**config.mk**
```make
export PLATFORM = sky130hd
export DESIGN_NAME = usi_reg_fifo_map
export DESIGN_NICKNAME = d
export VERILOG_FILES = /design/src/rtl/usi_reg_fifo_map.sv
export SDC_FILE = /design/constraint.sdc
export NUM_CORES = 1
export LEC_CHECK = 0
export BUFFER_PORTS_ARGS = -buffer_cell sky130_fd_sc_hd__buf_4
export CAP_MARGIN = 25
export CORE_MARGIN = 2
export CORE_UTILIZATION = 40
export CTS_CLUSTER_SIZE = 28
export DETAILED_ROUTE_END_ITERATION = 6
export PLACE_DENSITY_LB_ADDON = 0.08
export SLEW_MARGIN = 20
export SYNTH_ARGS = -nofsm -noshare
export SYNTH_HDL_FRONTEND = slang
export SYNTH_SLANG_ARGS = --single-unit
```
**constraint.sdc**
```tcl
create_clock -name CLK -period 6.9 [get_ports CLK]
set_input_delay 1.38 -clock CLK [delete_from_list [all_inputs] [get_ports CLK]]
set_output_delay 1.38 -clock CLK [all_outputs]
set_load 0.02 [all_outputs]
```
**src/rtl/usi_reg_fifo_map.sv**
```systemverilog
// usi_reg_fifo_map: USI register map with TX/RX FIFOs, sticky W1C ERROR and STATUS registers.
// Define USI_REGMAP_IRQ_EN to add the IRQ_EN register at 0x1C and the registered irq output.
`default_nettype none

module usi_reg_fifo_map #(
  parameter int                ADDR_W    = 32,
  parameter int                TX_DEPTH  = 8,
  parameter int                RX_DEPTH  = 8,
  parameter logic [ADDR_W-1:0] BASE_ADDR = '0
) (
  input  logic              CLK,
  input  logic              RST,
  input  logic              bus_wen,
  input  logic              bus_ren,
  input  logic [ADDR_W-1:0] bus_addr,
  input  logic [31:0]       bus_wdata,
  output logic [31:0]       bus_rdata,
  output logic              bus_error,
  output logic [1:0]        mode_sel,
  output logic [31:0]       clkdiv,
  output logic [31:0]       parameters,
  output logic [31:0]       tx_data,
  output logic              tx_valid,
  input  logic              tx_ready,
  input  logic [31:0]       rx_data,
  input  logic              rx_valid,
  input  logic              ctrl_unit_error,
  output logic              irq
);
  localparam int         TXP      = $clog2(TX_DEPTH);
  localparam int         RXP      = $clog2(RX_DEPTH);
  localparam logic [8:0] ERR_MASK = 9'h10F;

  logic [ADDR_W-1:0] off;
  logic [7:0]        sel;  // one-hot: MODE, CLKDIV, PARAMS, TX, RX, STATUS, ERROR, IRQ_EN
  logic              mapped, wr, rd;

  logic [1:0]  mode_q;
  logic [31:0] clkdiv_q, params_q;
  logic [8:0]  err_q, err_d, err_set, err_clr;

  logic [31:0]  tx_mem [TX_DEPTH];
  logic [TXP-1:0] tx_wp_q, tx_rp_q;
  logic [TXP:0]   tx_cnt_q, tx_cnt_d;
  logic           tx_full, tx_pop, tx_push_req, tx_push, tx_ovf;

  logic [31:0]  rx_mem [RX_DEPTH];
  logic [RXP-1:0] rx_wp_q, rx_rp_q;
  logic [RXP:0]   rx_cnt_q, rx_cnt_d;
  logic           rx_full, rx_empty, rx_pop_req, rx_pop, rx_unf, rx_push, rx_ovf;
  logic [31:0]    rx_head, status;

  assign off = bus_addr - BASE_ADDR;

  always_comb begin
    sel = '0;
    if (off[ADDR_W-1:5] == '0) begin
      case (off[4:0])
        5'h00:   sel[0] = 1'b1;
        5'h04:   sel[1] = 1'b1;
        5'h08:   sel[2] = 1'b1;
        5'h0C:   sel[3] = 1'b1;
        5'h10:   sel[4] = 1'b1;
        5'h14:   sel[5] = 1'b1;
        5'h18:   sel[6] = 1'b1;
`ifdef USI_REGMAP_IRQ_EN
        5'h1C:   sel[7] = 1'b1;
`endif
        default: sel = '0;
      endcase
    end
  end

  assign mapped    = |sel;
  assign wr        = bus_wen & ~bus_ren;
  assign rd        = bus_ren & ~bus_wen;
  assign bus_error = (bus_wen | bus_ren) &
                     ((bus_wen & bus_ren) | ~mapped | (bus_wen & (sel[4] | sel[5])));

  // A full TX FIFO still accepts a bus push when the core pops in the same cycle.
  assign tx_full     = (tx_cnt_q == (TXP+1)'(TX_DEPTH));
  assign tx_valid    = (tx_cnt_q != '0);
  assign tx_data     = tx_valid ? tx_mem[tx_rp_q] : '0;
  assign tx_pop      = tx_valid & tx_ready;
  assign tx_push_req = wr & sel[3];
  assign tx_push     = tx_push_req & (~tx_full | tx_pop);
  assign tx_ovf      = tx_push_req & ~tx_push;
  assign tx_cnt_d    = tx_cnt_q + {{TXP{1'b0}}, tx_push} - {{TXP{1'b0}}, tx_pop};

  assign rx_full    = (rx_cnt_q == (RXP+1)'(RX_DEPTH));
  assign rx_empty   = (rx_cnt_q == '0);
  assign rx_head    = rx_empty ? '0 : rx_mem[rx_rp_q];
  assign rx_pop_req = rd & sel[4];
  assign rx_pop     = rx_pop_req & ~rx_empty;
  assign rx_unf     = rx_pop_req & rx_empty;
  assign rx_push    = rx_valid & (~rx_full | rx_pop);
  assign rx_ovf     = rx_valid & ~rx_push;
  assign rx_cnt_d   = rx_cnt_q + {{RXP{1'b0}}, rx_push} - {{RXP{1'b0}}, rx_pop};

  assign status = {14'b0, rx_empty, tx_full, 8'(rx_cnt_q), 8'(tx_cnt_q)};

  // Set events are ORed in after the clear so a simultaneous set wins.
  assign err_set = {ctrl_unit_error, 4'b0, rx_unf, rx_ovf, tx_ovf, bus_error};
  assign err_clr = (wr & sel[6]) ? bus_wdata[8:0] : 9'b0;
  assign err_d   = ((err_q & ~err_clr) | err_set) & ERR_MASK;

  always_ff @(posedge CLK or posedge RST) begin
    if (RST) begin
      mode_q   <= '0;
      clkdiv_q <= '0;
      params_q <= '0;
      err_q    <= '0;
      tx_wp_q  <= '0;
      tx_rp_q  <= '0;
      tx_cnt_q <= '0;
      rx_wp_q  <= '0;
      rx_rp_q  <= '0;
      rx_cnt_q <= '0;
    end else begin
      if (wr & sel[0]) mode_q   <= bus_wdata[1:0];
      if (wr & sel[1]) clkdiv_q <= bus_wdata;
      if (wr & sel[2]) params_q <= bus_wdata;
      err_q <= err_d;
      if (tx_push) tx_wp_q <= tx_wp_q + TXP'(1);
      if (tx_pop)  tx_rp_q <= tx_rp_q + TXP'(1);
      tx_cnt_q <= tx_cnt_d;
      if (rx_push) rx_wp_q <= rx_wp_q + RXP'(1);
      if (rx_pop)  rx_rp_q <= rx_rp_q + RXP'(1);
      rx_cnt_q <= rx_cnt_d;
    end
  end

  always_ff @(posedge CLK) begin
    if (tx_push) tx_mem[tx_wp_q] <= bus_wdata;
    if (rx_push) rx_mem[rx_wp_q] <= rx_data;
  end

`ifdef USI_REGMAP_IRQ_EN
  logic [8:0] irqen_q;
  logic       irq_q;

  always_ff @(posedge CLK or posedge RST) begin
    if (RST) begin
      irqen_q <= '0;
      irq_q   <= 1'b0;
    end else begin
      if (wr & sel[7]) irqen_q <= bus_wdata[8:0] & ERR_MASK;
      irq_q <= |(err_q & irqen_q);
    end
  end

  assign irq = irq_q;
`else
  assign irq = 1'b0;
`endif

  always_comb begin
    bus_rdata = '0;
    if (rd) begin
      if (sel[0]) bus_rdata = {30'b0, mode_q};
      if (sel[1]) bus_rdata = clkdiv_q;
      if (sel[2]) bus_rdata = params_q;
      if (sel[4]) bus_rdata = rx_head;
      if (sel[5]) bus_rdata = status;
      if (sel[6]) bus_rdata = {23'b0, err_q};
`ifdef USI_REGMAP_IRQ_EN
      if (sel[7]) bus_rdata = {23'b0, irqen_q};
`endif
    end
  end

  assign mode_sel   = mode_q;
  assign clkdiv     = clkdiv_q;
  assign parameters = params_q;

endmodule

`default_nettype wire

```
# Word level (Yosys, flattened, before mapping)

Memories as Yosys holds them, arrays and structs flattened.
Cells that the tools add are included.

Equality and inequality tests: 8
Add/subtract/negate cells: 8
Bitwise gates (word level): 35
Reduce and logical (&&, ||, !) cells: 5
Mux-type cells: 22

Operators with widths:

| kind                                                                  | count |
|---|---|
| 32-bit 2-to-1 mux                                                     | 8 |
| 27-bit logical NOT                                                    | 1 |
| 1-bit bitwise AND                                                     | 18 |
| 5-bit equality test, second input constant                            | 3 |
| 3-bit by 1-bit adder with 3-bit output, second input constant         | 4 |
| 1-bit 2-to-1 mux                                                      | 11 |
| 5-bit by 4-bit equality test with 1-bit output, second input constant | 2 |
| 9-bit bitwise AND                                                     | 1 |
| 9-bit 2-to-1 mux                                                      | 1 |
| 9-bit inverter                                                        | 1 |
| 9-bit bitwise OR                                                      | 1 |
| 4-bit by 1-bit adder with 4-bit output                                | 2 |
| 4-bit equality test, second input constant                            | 2 |
| 1-bit inverter                                                        | 8 |
| 8-bit OR reduction                                                    | 1 |
| 4-bit by 1-bit subtractor with 4-bit output                           | 2 |
| 7-bit 2-to-1 mux                                                      | 1 |
| 1-bit bitwise OR                                                      | 6 |
| 5-bit by 3-bit equality test with 1-bit output, second input constant | 1 |
| 5-bit logical NOT                                                     | 1 |
| 4-bit logical NOT                                                     | 1 |
| 4-bit nonzero test                                                    | 1 |
| 2-bit 2-to-1 mux                                                      | 1 |

Input bits: 103
Output and inout port bits: 133
Bits in writable memories: 512
Logic and storage cells: 90
Memories kept: 2
Bits in registers: 91

Memory list:

| name   | words | width | rd ports | clocked after Yosys merged registers in | write ports | line | text |
|---|---|---|---|---|---|---|---|
| rx_mem | 8     | 32    | 1        | 0                                       | 1           | 47   | `logic [31:0] rx_mem [RX_DEPTH];` |
| tx_mem | 8     | 32    | 1        | 0                                       | 1           | 42   | `logic [31:0] tx_mem [TX_DEPTH];` |

# Longest topological paths before layout

Depth in word-level cells: 10
Mapped depth: 13
Mapped depth without buffers: 12

# Worst setup path after synthesis

OpenSTA, ideal clock, no wires.

Kind: input to register
Start: in bus_addr[28]
End: mem rx_mem[0][0] (enable)
Arrival time: 6.167 ns
Required time: 6.399 ns
Path slack: 0.232 ns
Setup time: 0.501 ns
Path buffers: 1
Cell stages on the path: 6
Cell sequence: or4_1 > buf_2 > or3_4 > nor4_4 > nor2_2 > nor4_1

Word-level cells in the longest chain between the ends: 8

Ends and longest elaborated chain:

| item                                   | line | text |
|---|---|---|
| start: declaration                     | 15   | `input logic [ADDR_W-1:0] bus_addr,` |
| 27-bit logical NOT                     | 57   | `if (off[ADDR_W-1:5] == '0) begin` |
| 7-bit 2-to-1 mux                       | 57   |  |
| 1-bit bitwise AND                      | 93   | `assign rx_pop_req = rd & sel[4];` |
| 1-bit bitwise AND                      | 94   | `assign rx_pop = rx_pop_req & ~rx_empty;` |
| named net rx_pop                       | 50   | `logic rx_full, rx_empty, rx_pop_req, rx_pop, rx_unf, rx_push, rx_ovf;` |
| 1-bit bitwise OR                       | 96   | `assign rx_push = rx_valid & (~rx_full \| rx_pop);` |
| 1-bit bitwise AND                      | 96   |  |
| 1-bit 2-to-1 mux                       | 135  | `if (rx_push) rx_mem[rx_wp_q] <= rx_data;` |
| 1-bit 2-to-1 mux (implied by the code) | 135  |  |
| end: declaration                       | 47   |  |

The timed path passes the listed nets, and every way through them passes these cells.

# Final worst setup path

Start: in bus_addr[28]
End: out bus_rdata[21]

Word-level cells in the longest chain between the ends: 8

Ends and longest elaborated chain:

| item                 | line | text |
|---|---|---|
| 27-bit logical NOT * | 57   |  |
| 7-bit 2-to-1 mux *   | 57   |  |
| 32-bit 2-to-1 mux    | 161  | `if (sel[1]) bus_rdata = clkdiv_q;` |
| 32-bit 2-to-1 mux    | 162  | `if (sel[2]) bus_rdata = params_q;` |
| 32-bit 2-to-1 mux    | 163  | `if (sel[4]) bus_rdata = rx_head;` |
| 32-bit 2-to-1 mux    | 164  | `if (sel[5]) bus_rdata = status;` |
| 32-bit 2-to-1 mux *  | 165  | `if (sel[6]) bus_rdata = {23'b0, err_q};` |
| 32-bit 2-to-1 mux *  | 159  | `if (rd) begin` |
| end: declaration     | 17   | `output logic [31:0] bus_rdata,` |

Every way passes the cells marked *; elsewhere a longest branch is shown, timed or not.

==> summary.txt <==
Die
  • Std-Cell Rows: 90
  • Die Height: 250 microns
  • Die W: 250 microns
  • Core box area: 60200 sq um
  • Io pins: 236
  • Starting Density: 40.3%
  • Die area: 62700 sq um

Worst setup path
  • Data arrival, critical path: 4.01 ns
  • CP top delay family: simple AND/OR/NAND/NOR gates
  • CP max FO: 22
  • Worst setup EP type: output port
  • Buf/Inv on CP: 3
  • Worst path most repeated cell: buf_4
  • Critical Path Source Type: input pin
  • CP max-delay cell: nor4_1
  • Worst path required time: 5.52 ns
  • Delay of the slowest critical-path stage: 0.89 ns
  • Crit path kind: input pin to output port
  • Critical Path, Cell by Cell: buf_4 > or4_1 > nor4_1 > nor2_1 > o21ai_2 > buf_4 > nor2_1 > buf_4

STA
  • Tmin final: 5.39 ns
  • Final period util: 78.1%
  • Setup violations, final: 0
  • Clock Skew: 0.0234 ns
  • Unrepaired setup endpoints after global routing: no
  • Pin slew with the least headroom to its limit: 1.02 ns
  • Final Hold Fails: 0
  • Slew HR: 31.8%
  • Total negative slack: 0 ns
  • Pins Over Slew Limit: 0
  • Fmax: 0.186 GHz

Pwr
  • Leak pwr: 10.4 nW
  • Peak VDD IR: 0.201 mV
  • Power consumption: 9.93 mW
  • PD cells: 337 nW/um^2

Clock network
  • CTS buffer count: 67
  • Latest clock arrival within the worst-skew pair: 0.59 ns
  • Num Clock Sinks: 603
  • CTS tree: yes
  • Cts hold-fix bufs: 0
  • CTS HTree Levels: 3
  • Clock transition at the registers of the reported paths: 0.05 ns
  • Resize count post-CTS: 0
  • Clock root buffer: clkbuf_16
  • Longest Clk Path Bufs: 3
  • Post-CTS Setup Inserts: 0

Logic synthesis
  • Synthesized area: 24300 sq um
  • Synth async-reset ratio: 15.1%
  • Area share of the largest cell type after synthesis: 63.3%
  • Post-synth EDFFs: 512
  • Sequential area share after synthesis: 72.7%
  • YS warnings: 0
  • Syn nets: 1369
  • Largest cells by area after synthesis: edfxtp_1 (63%), mux4_2 (12%), dfrtp_1 (9.4%)
  • Synth Instances: 1248
  • Synth area leader: edfxtp_1
  • Synth Register Bits: 603
  • Synth cell types: 53
  • Synthesized area per cell: 19.5 sq um
  • Top_reg_cell synth: edfxtp_1

Route
  • Iteration-0 DRC Markers: 966
  • Final wirelength: 62200 microns
  • Router iterations before antenna repair: 7
  • Vias: 12900
  • Post-route ant nets: 0
  • Vias/cell: 5.46
  • Routed WL per cell: 26.4 microns
  • # DRC: 0

Flow run
  • Max_cap viols: 0

Placement
  • DP HPWL: 39500 microns
  • IO Port Bufs: 234
  • GP Congestion: 0.857

Final layout
  • Ratio of cells with drive above 1 in the final layout: 40.5%
  • Area grow syn2layout: 21.5%
  • # nets final: 1640

Global route
  • Gr ovfl total: 0
  • Vias in the first global route: 13600
  • Largest net degree at the start of global routing: 70
  • Global-route wire length before repair: 92200 microns
  • Total track usage: 20.1%
  • Initial antenna violation count: 4

Hold path
  • Hold crit path type: register to register

Status
  • Status: complete, no violations
==> placed cells by master (no fill, tap or decap), types with 5 or more instances in the layout <==
| cell type | instances |
|---|---|
| edfxtp_1 | 512 |
| buf_4 | 267 |
| mux4_2 | 128 |
| mux2_2 | 99 |
| dfrtp_1 | 85 |
| clkbuf_16 | 70 |
| nor2_1 | 65 |
| mux2i_1 | 32 |
| a22oi_1 | 28 |
| a22o_1 | 23 |
| clkbuf_1 | 19 |
| inv_1 | 17 |
| ha_1 | 16 |
| nand2_1 | 15 |
| a21oi_1 | 15 |
| nand2b_1 | 11 |
| nand3_1 | 10 |
| nor4_1 | 10 |
| nor3_2 | 10 |
| clkinv_1 | 9 |
| xnor2_1 | 8 |
| clkbuf_8 | 7 |
| a21o_1 | 6 |
| o21ai_0 | 6 |
| o211ai_1 | 5 |
| nor3_1 | 5 |
| a2bb2oi_1 | 5 |
| bufinv_16 | 5 |
| buf_12 | 5 |
==> through the flow <==
step	utilization, %	cell area (sq um)	setup WS, ns	hold WS [ns]	std cells
finish	49.0	29500	1.51	0.484	2359
floorplan	-	24300	0.232	0.450	1248
global route	49.0	29500	1.35	0.517	2355
global placement	45.2	27200	1.55	0.469	2230
detailed placement	45.2	27200	1.52	0.466	2231
CTS	48.9	29500	1.51	0.482	2354
==> area by class of cell <==
type / count / area (sq um)
antenna: 4 / 10.0
clock buffer: 96 / 1920
clock inverter: 27 / 302
fill: 5079 / 30700
inverter: 18 / 70.1
multi-input combinational: 556 / 6420
sequential: 603 / 17700
tap: 782 / 978
timing repair buffer: 273 / 2130
==> cell families after synthesis <==
logic type	share of synthesized area, %
buffers and inverters	1.46
AO/OA/AOI/OAI	3.20
flip-flops	72.7
AND/OR/NAND/NOR	3.34
XOR/XNOR	0.433
other	0.0154
adder cells (fa/ha/maj)	0.989
multiplexers	17.9
==> synthesized netlist by cell type (all sizes together), types with 2 or more instances <==
cell type / count
edfxtp: 512
mux4: 128
mux2: 101
dfrtp: 91
nor2: 69
clkbuf: 38
buf: 33
mux2i: 32
a22oi: 28
a22o: 23
inv: 18
ha: 16
nor4: 16
a21oi: 15
nand2: 15
nor3: 15
nand2b: 11
nand3: 11
o21ai: 8
xnor2: 8
a21o: 6
a2bb2oi: 5
o211ai: 5
a211oi: 4
and2: 4
nor2b: 4
xor2: 4
a211o: 3
nand4: 3
or2: 3
a222oi: 2
fa: 2
nor3b: 2
nor4b: 2
o2bb2ai: 2
or3: 2
or3b: 2
==> per-layer routing <==
layer | vias up | part of all wire [%] | wire length, microns | GRT usage [%]
li1 | 5613 | - | - | -
met1 | 6851 | 44 | 27300 | 28.0
met2 | 331 | 49 | 30300 | 32.2
met3 | 84 | 5.1 | 3200 | 3.98
met4 | 2 | 2.2 | 1370 | 6.07
met5 | - | 0.019 | 12 | 0
==> worst register-to-register path, cell delays in order (launching register included) <==
cell	delay, ns
dfrtp_1	0.32
inv_1	0.10
ha_1	0.21
or3b_2	0.25
nand2_1	0.16
nor4_4	0.55
nor2_2	0.25
nor3_2	0.84
buf_12	0.32
==> worst paths after layout <==
path	startpoint	cells after the start	end	slack (ns)
max	bus_addr[28]	8	bus_rdata[21]	1.51
min	err_q[8]	1	err_q[8]	0.48
max reg2reg	rx_cnt_q[2]	8	rx_mem[1][22]	3.56
min reg2reg	err_q[8]	1	err_q[8]	0.48
max in group asynchronous	RST	3	rx_rp_q[0]	4.82
min in group asynchronous	RST	2	err_q[0]	0.78
==> where the power goes <==
| group | leakage, nW | switching, mW | internal (mW) | total [mW] |
|---|---|---|---|---|
| registers | 5.84 | 0.187 | 4.24 | 4.43 |
| clock network | 1.07 | 1.41 | 2.13 | 3.55 |
| logic | 3.51 | 1.07 | 0.884 | 1.95 |
| total | 10.4 | 2.67 | 7.26 | 9.93 |
==> flip-flops by register name, indices dropped and copies added (netlist names), 4 cells and up <==
signal	cells
tx_mem	256
rx_cnt_q	4
tx_cnt_q	4
clkdiv	32
rx_mem	256
parameters	32
err_q	5
(Power assumes the default switching activity.)
